===== src/rtl/mem_arb_if.sv =====
// mem_arb_if -- bundle of every handshake/bus signal around the memory arbiter.
//   ifu_*  : instruction-fetch requester (read only)
//   lsu_*  : load/store requester
//   mem_*  : shared memory port
//   busy/err : arbiter status
// Modports:
//   slave  : arbiter view (accepts requester traffic, drives the memory port)
//   master : environment view (requesters, memory model, status observer)
interface mem_arb_if #(
   parameter int XLEN  = 32,
   parameter int MASKW = XLEN/8
);
   logic             ifu_valid;
   logic [XLEN-1:0]  ifu_addr;
   logic             ifu_ready;
   logic             ifu_rvalid;
   logic [XLEN-1:0]  ifu_rdata;

   logic             lsu_valid;
   logic             lsu_wen;
   logic [XLEN-1:0]  lsu_addr;
   logic [XLEN-1:0]  lsu_wdata;
   logic [MASKW-1:0] lsu_wmask;
   logic             lsu_ready;
   logic             lsu_rvalid;
   logic [XLEN-1:0]  lsu_rdata;

   logic             mem_valid;
   logic             mem_wen;
   logic [XLEN-1:0]  mem_addr;
   logic [XLEN-1:0]  mem_wdata;
   logic [MASKW-1:0] mem_wmask;
   logic             mem_ready;
   logic             mem_rvalid;
   logic [XLEN-1:0]  mem_rdata;

   logic             busy;
   logic             err;

   modport slave (
      input  ifu_valid, ifu_addr,
      output ifu_ready, ifu_rvalid, ifu_rdata,
      input  lsu_valid, lsu_wen, lsu_addr, lsu_wdata, lsu_wmask,
      output lsu_ready, lsu_rvalid, lsu_rdata,
      output mem_valid, mem_wen, mem_addr, mem_wdata, mem_wmask,
      input  mem_ready, mem_rvalid, mem_rdata,
      output busy, err
   );

   modport master (
      output ifu_valid, ifu_addr,
      input  ifu_ready, ifu_rvalid, ifu_rdata,
      output lsu_valid, lsu_wen, lsu_addr, lsu_wdata, lsu_wmask,
      input  lsu_ready, lsu_rvalid, lsu_rdata,
      input  mem_valid, mem_wen, mem_addr, mem_wdata, mem_wmask,
      output mem_ready, mem_rvalid, mem_rdata,
      input  busy, err
   );
endinterface


===== src/rtl/mem_arb.sv =====
// mem_arb -- two-requester (IFU, LSU) arbiter onto a single memory port,
// one transaction outstanding, round-robin on ties.
// Ports:
//   clk  : sole clock, rising edge
//   rst  : synchronous active-low reset (0 = reset)
//   bus  : mem_arb_if.slave, all requester / memory / status signals
//
// state | meaning
// ------+-------------------------------------------------------------
// IDLE  | no transaction; grant a valid requester, latch its payload
// REQ   | mem_valid held with latched payload until mem_ready
// WAIT  | waiting for mem_rvalid; forward it to the owner, back to IDLE
module mem_arb #(
   parameter int XLEN  = 32,
   parameter int MASKW = XLEN/8
) (
   input logic     clk,
   input logic     rst,
   mem_arb_if.slave bus
);

   localparam logic [1:0] ST_IDLE = 2'd0;
   localparam logic [1:0] ST_REQ  = 2'd1;
   localparam logic [1:0] ST_WAIT = 2'd2;

   localparam logic OWN_IFU = 1'b0;
   localparam logic OWN_LSU = 1'b1;

   logic [1:0]       state_q, state_d;
   logic             owner_q, owner_d;
   logic             rr_last_q, rr_last_d;
   logic             err_q, err_d;
   logic             wen_q, wen_d;
   logic [XLEN-1:0]  addr_q, addr_d;
   logic [XLEN-1:0]  wdata_q, wdata_d;
   logic [MASKW-1:0] wmask_q, wmask_d;

   logic in_idle, in_req, in_wait;
   logic gnt_ifu, gnt_lsu, rsp_fire;

   // All status decodes are qualified by rst so that every output is quiet
   // while reset is held, not only after the reset edge.
   always_comb begin
      in_idle  = rst && (state_q == ST_IDLE);
      in_req   = rst && (state_q == ST_REQ);
      in_wait  = rst && (state_q == ST_WAIT);
      // LSU wins a tie only when IFU was granted last.
      gnt_lsu  = in_idle && bus.lsu_valid && (!bus.ifu_valid || (rr_last_q == OWN_IFU));
      gnt_ifu  = in_idle && bus.ifu_valid && !gnt_lsu;
      rsp_fire = in_wait && bus.mem_rvalid;
   end

   always_comb begin
      state_d   = state_q;
      owner_d   = owner_q;
      rr_last_d = rr_last_q;
      err_d     = err_q;
      wen_d     = wen_q;
      addr_d    = addr_q;
      wdata_d   = wdata_q;
      wmask_d   = wmask_q;

      case (state_q)
         ST_IDLE: begin
            if (gnt_lsu) begin
               owner_d   = OWN_LSU;
               rr_last_d = OWN_LSU;
               wen_d     = bus.lsu_wen;
               addr_d    = bus.lsu_addr;
               wdata_d   = bus.lsu_wdata;
               wmask_d   = bus.lsu_wmask;
               state_d   = ST_REQ;
            end else if (gnt_ifu) begin
               owner_d   = OWN_IFU;
               rr_last_d = OWN_IFU;
               wen_d     = 1'b0;
               addr_d    = bus.ifu_addr;
               wdata_d   = '0;
               wmask_d   = '0;
               state_d   = ST_REQ;
            end
         end
         ST_REQ: begin
            if (bus.mem_ready) state_d = ST_WAIT;
         end
         ST_WAIT: begin
            if (bus.mem_rvalid) state_d = ST_IDLE;
         end
         default: state_d = ST_IDLE;
      endcase

      // A response with nothing outstanding (including one belonging to a
      // transaction abandoned by reset) is a protocol error; sticky.
      if (bus.mem_rvalid && (state_q != ST_WAIT)) err_d = 1'b1;
   end

   always_ff @(posedge clk) begin
      if (!rst) begin
         state_q   <= ST_IDLE;
         owner_q   <= OWN_IFU;
         rr_last_q <= OWN_IFU;
         err_q     <= 1'b0;
         wen_q     <= 1'b0;
         addr_q    <= '0;
         wdata_q   <= '0;
         wmask_q   <= '0;
      end else begin
         state_q   <= state_d;
         owner_q   <= owner_d;
         rr_last_q <= rr_last_d;
         err_q     <= err_d;
         wen_q     <= wen_d;
         addr_q    <= addr_d;
         wdata_q   <= wdata_d;
         wmask_q   <= wmask_d;
      end
   end

   assign bus.ifu_ready  = gnt_ifu;
   assign bus.lsu_ready  = gnt_lsu;

   assign bus.ifu_rvalid = rsp_fire && (owner_q == OWN_IFU);
   assign bus.lsu_rvalid = rsp_fire && (owner_q == OWN_LSU);
   assign bus.ifu_rdata  = bus.ifu_rvalid ? bus.mem_rdata : '0;
   assign bus.lsu_rdata  = bus.lsu_rvalid ? bus.mem_rdata : '0;

   // Payload is exposed only while the request is presented.
   assign bus.mem_valid  = in_req;
   assign bus.mem_wen    = in_req && wen_q;
   assign bus.mem_addr   = in_req ? addr_q  : '0;
   assign bus.mem_wdata  = in_req ? wdata_q : '0;
   assign bus.mem_wmask  = in_req ? wmask_q : '0;

   assign bus.busy       = rst && (state_q != ST_IDLE);
   assign bus.err        = rst && err_q;

endmodule

===== src/flat_wrapper.sv =====
// flat-port wrapper written by rule: the top's interface ports become plain ports
module mem_arb_flat 
#(
   parameter int XLEN  = 32,
   parameter int MASKW = XLEN/8
)
  (clk, rst, bus_ifu_valid, bus_ifu_addr, bus_ifu_ready, bus_ifu_rvalid, bus_ifu_rdata, bus_lsu_valid, bus_lsu_wen, bus_lsu_addr, bus_lsu_wdata, bus_lsu_wmask, bus_lsu_ready, bus_lsu_rvalid, bus_lsu_rdata, bus_mem_valid, bus_mem_wen, bus_mem_addr, bus_mem_wdata, bus_mem_wmask, bus_mem_ready, bus_mem_rvalid, bus_mem_rdata, bus_busy, bus_err);
  mem_arb_if #(.XLEN(XLEN), .MASKW(MASKW)) bus_i ();
  input logic clk;
  input logic rst;
  input wire logic [$bits(bus_i.ifu_valid)-1:0] bus_ifu_valid;
  input wire logic [$bits(bus_i.ifu_addr)-1:0] bus_ifu_addr;
  output wire logic [$bits(bus_i.ifu_ready)-1:0] bus_ifu_ready;
  output wire logic [$bits(bus_i.ifu_rvalid)-1:0] bus_ifu_rvalid;
  output wire logic [$bits(bus_i.ifu_rdata)-1:0] bus_ifu_rdata;
  input wire logic [$bits(bus_i.lsu_valid)-1:0] bus_lsu_valid;
  input wire logic [$bits(bus_i.lsu_wen)-1:0] bus_lsu_wen;
  input wire logic [$bits(bus_i.lsu_addr)-1:0] bus_lsu_addr;
  input wire logic [$bits(bus_i.lsu_wdata)-1:0] bus_lsu_wdata;
  input wire logic [$bits(bus_i.lsu_wmask)-1:0] bus_lsu_wmask;
  output wire logic [$bits(bus_i.lsu_ready)-1:0] bus_lsu_ready;
  output wire logic [$bits(bus_i.lsu_rvalid)-1:0] bus_lsu_rvalid;
  output wire logic [$bits(bus_i.lsu_rdata)-1:0] bus_lsu_rdata;
  output wire logic [$bits(bus_i.mem_valid)-1:0] bus_mem_valid;
  output wire logic [$bits(bus_i.mem_wen)-1:0] bus_mem_wen;
  output wire logic [$bits(bus_i.mem_addr)-1:0] bus_mem_addr;
  output wire logic [$bits(bus_i.mem_wdata)-1:0] bus_mem_wdata;
  output wire logic [$bits(bus_i.mem_wmask)-1:0] bus_mem_wmask;
  input wire logic [$bits(bus_i.mem_ready)-1:0] bus_mem_ready;
  input wire logic [$bits(bus_i.mem_rvalid)-1:0] bus_mem_rvalid;
  input wire logic [$bits(bus_i.mem_rdata)-1:0] bus_mem_rdata;
  output wire logic [$bits(bus_i.busy)-1:0] bus_busy;
  output wire logic [$bits(bus_i.err)-1:0] bus_err;
  assign bus_i.ifu_valid = bus_ifu_valid;
  assign bus_i.ifu_addr = bus_ifu_addr;
  assign bus_ifu_ready = bus_i.ifu_ready;
  assign bus_ifu_rvalid = bus_i.ifu_rvalid;
  assign bus_ifu_rdata = bus_i.ifu_rdata;
  assign bus_i.lsu_valid = bus_lsu_valid;
  assign bus_i.lsu_wen = bus_lsu_wen;
  assign bus_i.lsu_addr = bus_lsu_addr;
  assign bus_i.lsu_wdata = bus_lsu_wdata;
  assign bus_i.lsu_wmask = bus_lsu_wmask;
  assign bus_lsu_ready = bus_i.lsu_ready;
  assign bus_lsu_rvalid = bus_i.lsu_rvalid;
  assign bus_lsu_rdata = bus_i.lsu_rdata;
  assign bus_mem_valid = bus_i.mem_valid;
  assign bus_mem_wen = bus_i.mem_wen;
  assign bus_mem_addr = bus_i.mem_addr;
  assign bus_mem_wdata = bus_i.mem_wdata;
  assign bus_mem_wmask = bus_i.mem_wmask;
  assign bus_i.mem_ready = bus_mem_ready;
  assign bus_i.mem_rvalid = bus_mem_rvalid;
  assign bus_i.mem_rdata = bus_mem_rdata;
  assign bus_busy = bus_i.busy;
  assign bus_err = bus_i.err;
  mem_arb #(.XLEN(XLEN), .MASKW(MASKW)) u_core (.clk(clk), .rst(rst), .bus(bus_i));
endmodule

===== config.mk =====
export PLATFORM = sky130hd
export DESIGN_NAME = mem_arb_flat
export DESIGN_NICKNAME = d
export VERILOG_FILES = /design/src/rtl/mem_arb_if.sv /design/src/rtl/mem_arb.sv /design/src/flat_wrapper.sv
export SDC_FILE = /design/constraint.sdc
export NUM_CORES = 1
export LEC_CHECK = 0
export ABC_AREA = 0
export BUFFER_PORTS_ARGS = -buffer_cell sky130_fd_sc_hd__clkbuf_2
export CAP_MARGIN = 20
export CORE_AREA = 2 2 109 111
export CTS_BUF_LIST = sky130_fd_sc_hd__clkbuf_4 sky130_fd_sc_hd__clkbuf_8
export DETAILED_ROUTE_END_ITERATION = 10
export DIE_AREA = 0 0 111 113
export PLACE_DENSITY = 0.76
export SYNTH_ARGS = -nofsm -noshare
export SYNTH_HDL_FRONTEND = slang
export SYNTH_SLANG_ARGS = --single-unit

===== constraint.sdc =====
create_clock -name clk -period 5.35 [get_ports clk]
set_input_delay 1.605 -clock clk [delete_from_list [all_inputs] [get_ports clk]]
set_output_delay 1.605 -clock clk [all_outputs]
set_load 0.02 [all_outputs]

==> results.txt <==
H-Tree Depth = 3
WL met2 = 6.43 mm
worst hold margin = 472 ps
max-slew violations = 0
fraction of final layout cells sized beyond drive strength 1 = 40.4%
outcome = complete, no violations
pre-CTS WS = 737 ps
final WL = 14.4 mm
Hold Violations, Final = 0
cts hold-fix bufs = 0
Req. time, crit path = 3740 ps
P per Cell Area = 258 nW/um2
cell area after layout = 5780 um2
Clock Pin Slew Worst Setup and Hold Paths = 80 ps
area growth from synthesis to layout = 40.8%
Post-Syn Area = 4100 um2
Critical Path End Type = output port
Syn Area/Cell = 7.69 um2
yosys warns = 0
Root Buffer = clkbuf_8
# setup viols final = 0
Remaining DRCs = 0
Synthesized Nets = 673
CP startpoint kind = input pin
Fin Clk Skew = 8.02 ps
Routability Congestion = 0.869
Seq/Total Area, Yosys = 35.6%
GR Util All Layers = 21.7%
WS Path Type = in2out
Seq cells post-synth = 73
Clock Latency Late Sink = 330 ps
routed wire length on met3 = 1.20 mm
largest net degree at the start of global routing = 73
Max clock buf depth = 2
Inserted Diodes = 0
Register-to-Register Path Depth = 4
LEAKAGE = 2.70 nW
HPWL after DPL = 10.1 mm
Avg WL per Cell = 15.6 um
Final WS setup = 749 ps
most common cell after layout, fill and taps aside = clkbuf_2
crit path DAT = 3000 ps
GRT Residual Overflow = 0
first-pass GRT wire length = 22.4 mm
initial antenna violation count = 0
Final min period = 4600 ps
post-placement cell area = 5480 um2
port bufs = 278
Inserted Clock Buffers = 9
CTS tree = yes
sum of negative setup slack = 0 ps
hold path depth = 2
Netlist cell types = 28
FP Rows = 39
RSZ-0062 raised after global routing = false
Chip Width = 111 um
height of the die = 113 um
Worst-Margin Slew = 861 ps
Detailed Route Iter0 Violations = 443
nets@finish = 913
Vias = 4806
Sink Count = 73
Design Power = 0.00149 W
Met1 Wirelength = 6.49 mm
Syn Inst Count = 534
maximum VDD drop = 0.000169 V
core footprint = 11300 um2
postcts setup bufs = 0
IO Pins = 279
vias in the first global route = 4333
die area = 12500 um2
Initial Utilization = 36.4%
cts repair resizes = 0
highest routed layer = met4
Fmax = 217 MHz
Slew Limit Headroom = 42.5%
antenna-violating nets left = 0
Tcrit/Tclk final = 86.0%
routed vias/inst = 5.21
TritonRoute pass-1 iters = 5
CP Max Fanout = 40
Worst Hold Class = reg2reg
Max-cap violations = 0
commonest non-fill, non-tap cells in the layout = clkbuf_2, and2_1, dfxtp_1, a21oi_1, nand3_1
[metrics by stage]
stage / cells / util, %
2_1_floorplan: 534 / -
3_3_place_gp: 905 / 48.6
3_5_place_dp: 905 / 48.6
4_1_cts: 921 / 51.0
5_1_grt: 922 / 51.3
6_report: 922 / 51.3
[path summary, 6_finish.rpt]
kind	slack, ps	start	to
max	750	rst	bus_mem_addr[31]
min	470	u_core.err_q$_SDFFE_PN0P_	u_core.err_q$_SDFFE_PN0P_
max reg2reg	2710	u_core.state_q[1]$_SDFFE_PN0P_	u_core.addr_q[27]$_SDFFE_PN0P_
min reg2reg	470	u_core.err_q$_SDFFE_PN0P_	u_core.err_q$_SDFFE_PN0P_
[registers in the layout (all words and copies together), names as in the netlist]
name / cells
u_core.wmask_q: 4
u_core.err_q: 1
u_core.state_q: 2
u_core.wdata_q: 32
u_core.owner_q: 1
u_core.wen_q: 1
u_core.addr_q: 32
[synth_stat cells]
| cell type | instances | area, um2 |
|---|---|---|
| buf_2 | 16 | 80.1 |
| dfxtp_1 | 73 | 1460 |
| inv_2 | 1 | 3.75 |
| a21bo_2 | 1 | 10.0 |
| o21ai_1 | 18 | 90.1 |
| clkbuf_1 | 31 | 116 |
| a311oi_1 | 33 | 289 |
| clkbuf_2 | 1 | 5.00 |
| nor2_1 | 6 | 22.5 |
| or2_1 | 1 | 6.26 |
| or3b_1 | 1 | 8.76 |
| nor2_2 | 1 | 6.26 |
| a211oi_1 | 1 | 7.51 |
| o32ai_1 | 1 | 8.76 |
| a21boi_2 | 1 | 11.3 |
| nor3b_2 | 1 | 12.5 |
| a21oi_1 | 71 | 355 |
| inv_1 | 2 | 7.51 |
| buf_4 | 8 | 60.1 |
| o22a_1 | 1 | 8.76 |
| nand2_1 | 3 | 11.3 |
| nor2_4 | 1 | 11.3 |
| nand3_1 | 69 | 345 |
| nor3_2 | 2 | 20.0 |
| nand2b_1 | 1 | 6.26 |
| buf_6 | 4 | 45.0 |
| and2_1 | 134 | 838 |
| o21ai_0 | 51 | 255 |
[cells by family after synthesis]
| group | count (synthesis) | synth area share (%) |
|---|---|---|
| AO/OA/AOI/OAI | 178 | 25.2 |
| buffers and inverters | 63 | 7.74 |
| flip-flops | 73 | 35.6 |
| AND/OR/NAND/NOR | 220 | 31.4 |
[report_power, final]
group | switching (W) | internal, W | leakage [nW]
sequential | 0.0000234 | 0.000585 | 0.598
clock | 0.000212 | 0.000372 | 0.137
combinational | 0.000188 | 0.000113 | 1.97
[layer usage]
metal  vias to the layer above  global-route usage, %
li1                       2364                      -
met1                      2200                   30.0
met2                       223                   33.9
met3                        19                   5.14
met4                         0                   6.08
met5                         -                      0
[layout make-up]
type                       count  area (um2)
clock inverter                 6         138
tap                          143         179
fill                        1147        5490
multi-input combinational    398        2350
timing repair buffer         289        1510
sequential                    73        1460
inverter                       3        11.3
clock buffer                  10         138
[worst max-delay path: stages]
cell      delay [ps]
clkbuf_2         150
nand2_1          120
nor2_4           540
buf_12           250
and2_1           150
clkbuf_2         160
No activity file was read; power rests on OpenSTA's default activity.
